[src/rtl/alu_wb_if.sv]
// Operation request and register-file writeback bundle for alu_writeback_unit.
// The master side issues operations; the slave side (the execute unit) returns
// the writeback strobe, result and status flags.
interface alu_wb_if #(
    parameter int DATA_W = 32,
    parameter int ADDR_W = 4
) ();
    logic              in_valid;
    logic              in_ready;
    logic [2:0]        opcode;
    logic [DATA_W-1:0] op_a;
    logic [DATA_W-1:0] op_b;
    logic [ADDR_W-1:0] dest;
    logic [DATA_W-1:0] wb_data;
    logic [ADDR_W-1:0] wb_sel;
    logic              wb_we;
    logic              busy;
    logic              flag_z;
    logic              flag_c;

    modport master (
        output in_valid, opcode, op_a, op_b, dest,
        input  in_ready, wb_data, wb_sel, wb_we, busy, flag_z, flag_c
    );

    modport slave (
        input  in_valid, opcode, op_a, op_b, dest,
        output in_ready, wb_data, wb_sel, wb_we, busy, flag_z, flag_c
    );
endinterface

[src/rtl/alu_writeback_unit.sv]
// Execute stage downstream of the 16x32 register file. Takes two operands, an
// opcode and a destination index, computes the result (single cycle for
// logic/add/shift, iterative shift-add for MUL) and writes it back through a
// one-cycle write strobe.
//
// state | meaning
// ------+---------------------------------------------------------------
// IDLE  | ready for a new operation; in_ready high
// EXEC  | single-cycle op: result computed from latched operands
// MUL   | shift-add multiply, one multiplier bit per cycle, then writeback
// WB    | wb_we high for exactly one cycle with result, dest and flags
module alu_writeback_unit #(
    parameter int DATA_W = 32,
    parameter int ADDR_W = 4
) (
    input  logic     clk,
    input  logic     rst,
    alu_wb_if.slave  bus
);

    localparam int SH_W  = $clog2(DATA_W);
    localparam int CNT_W = $clog2(DATA_W + 1);

    localparam logic [2:0] OP_ADD = 3'b000;
    localparam logic [2:0] OP_SUB = 3'b001;
    localparam logic [2:0] OP_AND = 3'b010;
    localparam logic [2:0] OP_OR  = 3'b011;
    localparam logic [2:0] OP_XOR = 3'b100;
    localparam logic [2:0] OP_SLL = 3'b101;
    localparam logic [2:0] OP_SRL = 3'b110;
    localparam logic [2:0] OP_MUL = 3'b111;

    typedef enum logic [1:0] {
        S_IDLE = 2'd0,
        S_EXEC = 2'd1,
        S_MUL  = 2'd2,
        S_WB   = 2'd3
    } state_t;

    state_t             state;
    logic [2:0]         op_q;
    logic [DATA_W-1:0]  a_q;
    logic [DATA_W-1:0]  b_q;
    logic [ADDR_W-1:0]  dest_q;
    logic [CNT_W-1:0]   cnt;
    logic [DATA_W-1:0]  acc;

    logic [DATA_W-1:0]  wb_data_q;
    logic [ADDR_W-1:0]  wb_sel_q;
    logic               wb_we_q;
    logic               flag_z_q;
    logic               flag_c_q;

    logic [DATA_W:0]    sum_ext;
    logic [DATA_W-1:0]  alu_res;
    logic               alu_carry;

    // Single-cycle ALU on the latched operands; SUB borrow is an unsigned a<b compare
    always_comb begin
        sum_ext   = {1'b0, a_q} + {1'b0, b_q};
        alu_res   = '0;
        alu_carry = 1'b0;
        case (op_q)
            OP_ADD: begin
                alu_res   = sum_ext[DATA_W-1:0];
                alu_carry = sum_ext[DATA_W];
            end
            OP_SUB: begin
                alu_res   = a_q - b_q;
                alu_carry = (a_q < b_q);
            end
            OP_AND:  alu_res = a_q & b_q;
            OP_OR:   alu_res = a_q | b_q;
            OP_XOR:  alu_res = a_q ^ b_q;
            OP_SLL:  alu_res = a_q << b_q[SH_W-1:0];
            OP_SRL:  alu_res = a_q >> b_q[SH_W-1:0];
            default: alu_res = '0;
        endcase
    end

    // Sequencer: accept, execute or iterate the multiply, then one writeback cycle.
    // The MUL down-counter runs DATA_W iterations and the writeback is issued on
    // the edge after it reaches zero.
    always_ff @(posedge clk) begin
        if (rst) begin
            state     <= S_IDLE;
            op_q      <= '0;
            a_q       <= '0;
            b_q       <= '0;
            dest_q    <= '0;
            cnt       <= '0;
            acc       <= '0;
            wb_data_q <= '0;
            wb_sel_q  <= '0;
            wb_we_q   <= 1'b0;
            flag_z_q  <= 1'b0;
            flag_c_q  <= 1'b0;
        end else begin
            case (state)
                S_IDLE: begin
                    if (bus.in_valid) begin
                        op_q   <= bus.opcode;
                        a_q    <= bus.op_a;
                        b_q    <= bus.op_b;
                        dest_q <= bus.dest;
                        acc    <= '0;
                        cnt    <= CNT_W'(DATA_W);
                        state  <= (bus.opcode == OP_MUL) ? S_MUL : S_EXEC;
                    end
                end
                S_EXEC: begin
                    wb_data_q <= alu_res;
                    wb_sel_q  <= dest_q;
                    wb_we_q   <= 1'b1;
                    flag_z_q  <= (alu_res == '0);
                    flag_c_q  <= alu_carry;
                    state     <= S_WB;
                end
                S_MUL: begin
                    if (cnt != '0) begin
                        if (b_q[0]) begin
                            acc <= acc + a_q;
                        end
                        a_q <= a_q << 1;
                        b_q <= b_q >> 1;
                        cnt <= cnt - 1'b1;
                    end else begin
                        wb_data_q <= acc;
                        wb_sel_q  <= dest_q;
                        wb_we_q   <= 1'b1;
                        flag_z_q  <= (acc == '0);
                        flag_c_q  <= 1'b0;
                        state     <= S_WB;
                    end
                end
                S_WB: begin
                    wb_we_q <= 1'b0;
                    state   <= S_IDLE;
                end
                default: begin
                    wb_we_q <= 1'b0;
                    state   <= S_IDLE;
                end
            endcase
        end
    end

    // in_ready is gated by rst so nothing is offered while reset is being applied
    assign bus.in_ready = !rst && (state == S_IDLE);
    assign bus.busy     = (state != S_IDLE);
    assign bus.wb_data  = wb_data_q;
    assign bus.wb_sel   = wb_sel_q;
    assign bus.wb_we    = wb_we_q;
    assign bus.flag_z   = flag_z_q;
    assign bus.flag_c   = flag_c_q;

endmodule

[src/flat_wrapper.sv]
// flat-port wrapper written by rule: the top's interface ports become plain ports
module alu_writeback_unit_flat 
#(
    parameter int DATA_W = 32,
    parameter int ADDR_W = 4
)
  (clk, rst, bus_in_valid, bus_opcode, bus_op_a, bus_op_b, bus_dest, bus_in_ready, bus_wb_data, bus_wb_sel, bus_wb_we, bus_busy, bus_flag_z, bus_flag_c);
  alu_wb_if #(.DATA_W(DATA_W), .ADDR_W(ADDR_W)) bus_i ();
  input  logic clk;
  input  logic rst;
  input wire logic [$bits(bus_i.in_valid)-1:0] bus_in_valid;
  input wire logic [$bits(bus_i.opcode)-1:0] bus_opcode;
  input wire logic [$bits(bus_i.op_a)-1:0] bus_op_a;
  input wire logic [$bits(bus_i.op_b)-1:0] bus_op_b;
  input wire logic [$bits(bus_i.dest)-1:0] bus_dest;
  output wire logic [$bits(bus_i.in_ready)-1:0] bus_in_ready;
  output wire logic [$bits(bus_i.wb_data)-1:0] bus_wb_data;
  output wire logic [$bits(bus_i.wb_sel)-1:0] bus_wb_sel;
  output wire logic [$bits(bus_i.wb_we)-1:0] bus_wb_we;
  output wire logic [$bits(bus_i.busy)-1:0] bus_busy;
  output wire logic [$bits(bus_i.flag_z)-1:0] bus_flag_z;
  output wire logic [$bits(bus_i.flag_c)-1:0] bus_flag_c;
  assign bus_i.in_valid = bus_in_valid;
  assign bus_i.opcode = bus_opcode;
  assign bus_i.op_a = bus_op_a;
  assign bus_i.op_b = bus_op_b;
  assign bus_i.dest = bus_dest;
  assign bus_in_ready = bus_i.in_ready;
  assign bus_wb_data = bus_i.wb_data;
  assign bus_wb_sel = bus_i.wb_sel;
  assign bus_wb_we = bus_i.wb_we;
  assign bus_busy = bus_i.busy;
  assign bus_flag_z = bus_i.flag_z;
  assign bus_flag_c = bus_i.flag_c;
  alu_writeback_unit #(.DATA_W(DATA_W), .ADDR_W(ADDR_W)) u_core (.clk(clk), .rst(rst), .bus(bus_i));
endmodule
[config.mk]
export PLATFORM = sky130hd
export DESIGN_NAME = alu_writeback_unit_flat
export DESIGN_NICKNAME = d
export VERILOG_FILES = /design/src/rtl/alu_wb_if.sv /design/src/rtl/alu_writeback_unit.sv /design/src/flat_wrapper.sv
export SDC_FILE = /design/constraint.sdc
export NUM_CORES = 1
export LEC_CHECK = 0
export ABC_AREA = 1
export CAP_MARGIN = 20
export CORE_ASPECT_RATIO = 1.5
export CORE_MARGIN = 10
export CORE_UTILIZATION = 35
export CTS_CLUSTER_SIZE = 24
export DETAILED_ROUTE_END_ITERATION = 8
export PLACE_DENSITY = 0.5
export SLEW_MARGIN = 40
export SYNTH_ARGS = -nofsm -noshare
export SYNTH_HDL_FRONTEND = slang
export SYNTH_SLANG_ARGS = --single-unit
[constraint.sdc]
create_clock -name clk -period 4.7 [get_ports clk]
set_clock_uncertainty 0.1 [all_clocks]
set_input_delay 0.47 -clock clk [delete_from_list [all_inputs] [get_ports clk]]
set_output_delay 0.47 -clock clk [all_outputs]
set_load 0.01 [all_outputs]
==> impl_results.md <==
- Final WL: 94500 um
- Post-synth EDFFs: 0
- Met3 Use GR: 4.15%
- Clock Tree Root: clkbuf_16
- Clock power share: 8.9%
- Net Count, Synth: 3369
- Largest net degree at the start of global routing: 132
- First-pass GRT wire length: 136000 um
- R2r setup slk: 0.61 ns
- Post-Place Setup Slack: 0.739 ns
- DRC viols: 0
- Power Total: 16.7 mW
- Net Switching: 10.7 mW
- Final number of hold-violating endpoints: 0
- Clk slew on worst S/H paths: 0.08 ns
- Hold slack: 0.352 ns
- Reg2reg start: u_core.a_q[22]$_SDFFE_PP0P_
- Finish-stage setup viols: 0
- Number of fill cells: 5763
- Post-Syn Area: 0.0177 mm2
- DR vias: 21700
- Maximum fanout along the worst path: 9
- Setup crit start: u_core.a_q[22]$_SDFFE_PP0P_
- N_diodes: 0
- Vias per cell: 5.66
- CORE AREA: 0.0498 mm2
- Clock Sinks: 150
- Combinational power share: 76.3%
- Layout Utilization: 39.5%
- Fin nets: 3370
- DP HPWL: 76200 um
- Post-synthesis cell count: 3149
- Busiest grt layer: met2
- Top_reg_cell synth: dfxtp_1
- Site Rows: 100
- Synth Warn #: 0
- Met1 usage: 33.0%
- DP Cell Count: 3794
- Switch share: 64.2%
- Clock H-tree levels: 4
- P_leak: 9.44 nW
- RSZ-0062 raised after global routing: false
- Flop pwr share: 14.7%
- Critical path required time: 5.01 ns
- Num CTS Buffers: 17
- P_int: 5.98 mW
- CTS tree: yes
- Maximum buffer depth of the clock tree: 2
- R2r endpoint: u_core.bus.wb_data[31]$_SDFFE_PP0P_
- CP Class: reg2reg
- Area Overhead vs Synth: 11.4%
- Post-synthesis sequential area ratio: 17.0%
- Global-route usage over all layers: 30.5%
- DR iter-0 viols: 2049
- Initial antenna violation count: 2
- Share of post-route cells with drive strength above 1: 3.73%
- Post-synth ARST share: 0%
- CP startpoint kind: flop
- Vert. Die Dim: 295 um
- Maximum vdd ir drop: 0.672 mV
- Setup slack after layout: 0.614 ns
- Worst Path Arrival: 4.40 ns
- Port buffer count: 114
- Status: complete, no violations
- Clock Latency Late Sink: 0.50 ns
- Yosys cell types: 51
- Placed cell area: 0.0191 mm2
- P per Cell Area: 849 mW/mm2
- Fin crit period: 4.09 ns
- Final instance area: 0.0197 mm2
- Yosys top cell by area: nand2_1
- Seq cells post-synth: 150
- Setup crit end kind: flop
- Slew HR: 44.4%
- Placer Congestion: 1.03
- Max Slew Vio Count: 0
- Worst-margin pin slew: 0.834 ns
- Initial cell density of the core: 35.5%
- Share of the synthesized area in the top cell type: 17.0%
- Io pins: 115
- Dominant cells by area after synthesis: nand2_1, dfxtp_1, nand3_1
- Mean Syn Cell Area: 5.61 um2
- Worst hold path class: in2reg
- Vias in the first global route: 21100
- Fmax achieved: 245 MHz
- ANT nets after route: 0
- Cts hold-fix bufs: 0
- CP endpoint: u_core.bus.wb_data[31]$_SDFFE_PP0P_
- Reg2Reg Depth: 15
- Post-CTS Resized: 0
- Met2 Usage GRT: 54.8%
- Die Wd: 203 um
- WL per Instance: 24.7 um
- DIE AREA: 0.0600 mm2
- DR pass1 iterations: 8
- Setup Buffers After CTS: 0
- Fin crit share: 86.9%
- Setup TNS: 0 ns
- Overflow after GRT: 0
- Maximum capacitance violations: 0
- Fin cells: 3826
-- final cells by class --
class / instances / area [um2] / area share [%]
multi-input combinational: 2468 / 12500 / 63.6
sequential: 150 / 3010 / 15.3
inverter: 373 / 1410 / 7.15
timing repair buffer: 140 / 1340 / 6.83
tap: 663 / 830 / 4.22
clock buffer: 18 / 439 / 2.23
clock inverter: 14 / 140 / 0.713
-- sequential cells by signal, summed over array words and instances, names as in the netlist --
register / flops
u_core.a_q: 32
u_core.acc: 32
u_core.b_q: 32
u_core.bus.flag_c: 1
u_core.bus.flag_z: 1
u_core.bus.wb_data: 32
u_core.bus.wb_sel: 4
u_core.bus.wb_we: 1
u_core.cnt: 6
u_core.dest_q: 4
u_core.op_q: 3
u_core.state: 2
-- synthesized netlist by cell type, drive strengths merged, types with 4 or more instances --
master,n
buf,88
or2,11
nor4,6
a31oi,9
nand3,527
o221ai,7
nand4,38
o21a,4
and2,12
clkbuf,70
xor2,4
o22ai,21
a21oi,265
o21ai,230
o21bai,7
nand2,810
dfxtp,150
and3,7
o211ai,17
nor2,306
nor3,19
ha,143
inv,372
-- cells by family after synthesis --
logic type	share of synthesized area (%)
AND/OR/NAND/NOR	42.5
AO/OA/AOI/OAI	17.3
buffers and inverters	12.3
flip-flops	17.0
adder cells (fa/ha/maj)	10.5
XOR/XNOR	0.347
-- placed cells by master, fill, tap and decap left out, types with 4 or more instances in the layout --
cell	count
xor2_1	4
nand2_2	9
o221ai_1	7
o21ai_1	4
nor2_1	293
o21bai_1	7
nand2_1	800
inv_2	13
nor3_1	18
and2_1	12
inv_1	357
clkdlybuf4s50_1	113
o22ai_1	21
a21oi_1	264
o21ai_0	225
or2_2	10
nand4_1	38
o211ai_1	16
buf_4	25
ha_1	143
o21a_1	4
clkbuf_16	17
nand3_1	523
a31oi_1	9
dfxtp_1	148
inv_6	4
nor4_1	6
and3_1	7
nor2_2	11
-- per-layer routing --
metal	vias to the layer above	wire length, um
met3	243	5030
met2	899	47300
li1	10400	-
met5	-	13
met4	2	6660
met1	10200	35500
-- worst max-delay path, cell delays in order, from the launching register on --
cell and delay, ns:
dfxtp_1 0.68, inv_1 0.19, ha_1 0.51, nor2_2 0.22, inv_1 0.12, nor2_2 0.17, nand2_1 0.22, nor3_1 0.49
nand2_1 0.28, nand3_1 0.13, nand2_1 0.05, nor2_1 0.29, nor2_1 0.13, nand2_1 0.12, o211ai_1 0.14, a21oi_1 0.17
-- worst min path at each step --
stage,start,end,cells after the start
floorplan,u_core.dest_q[0]$_SDFFE_PP0P_,u_core.dest_q[0]$_SDFFE_PP0P_,2
global placement,u_core.bus.wb_data[15]$_SDFFE_PP0P_,u_core.bus.wb_data[15]$_SDFFE_PP0P_,2
detailed placement,u_core.bus.flag_c$_SDFFE_PP0P_,u_core.bus.flag_c$_SDFFE_PP0P_,2
CTS,rst,u_core.acc[3]$_SDFFE_PP0P_,2
global route,rst,u_core.b_q[31]$_SDFFE_PP0P_,2
finish,rst,u_core.b_q[31]$_SDFFE_PP0P_,2
-- power by group through the flow --
stage | combinational (mW) | clock (mW) | sequential [mW]
2_1_floorplan | 8.23 | 0 | 2.16
3_3_place_gp | 12.5 | 0 | 2.44
3_5_place_dp | 12.4 | 0 | 2.45
4_1_cts | 12.5 | 1.51 | 2.43
5_1_grt | 13.9 | 1.55 | 2.49
6_report | 12.7 | 1.49 | 2.45
No activity file was read; power rests on OpenSTA's default activity.
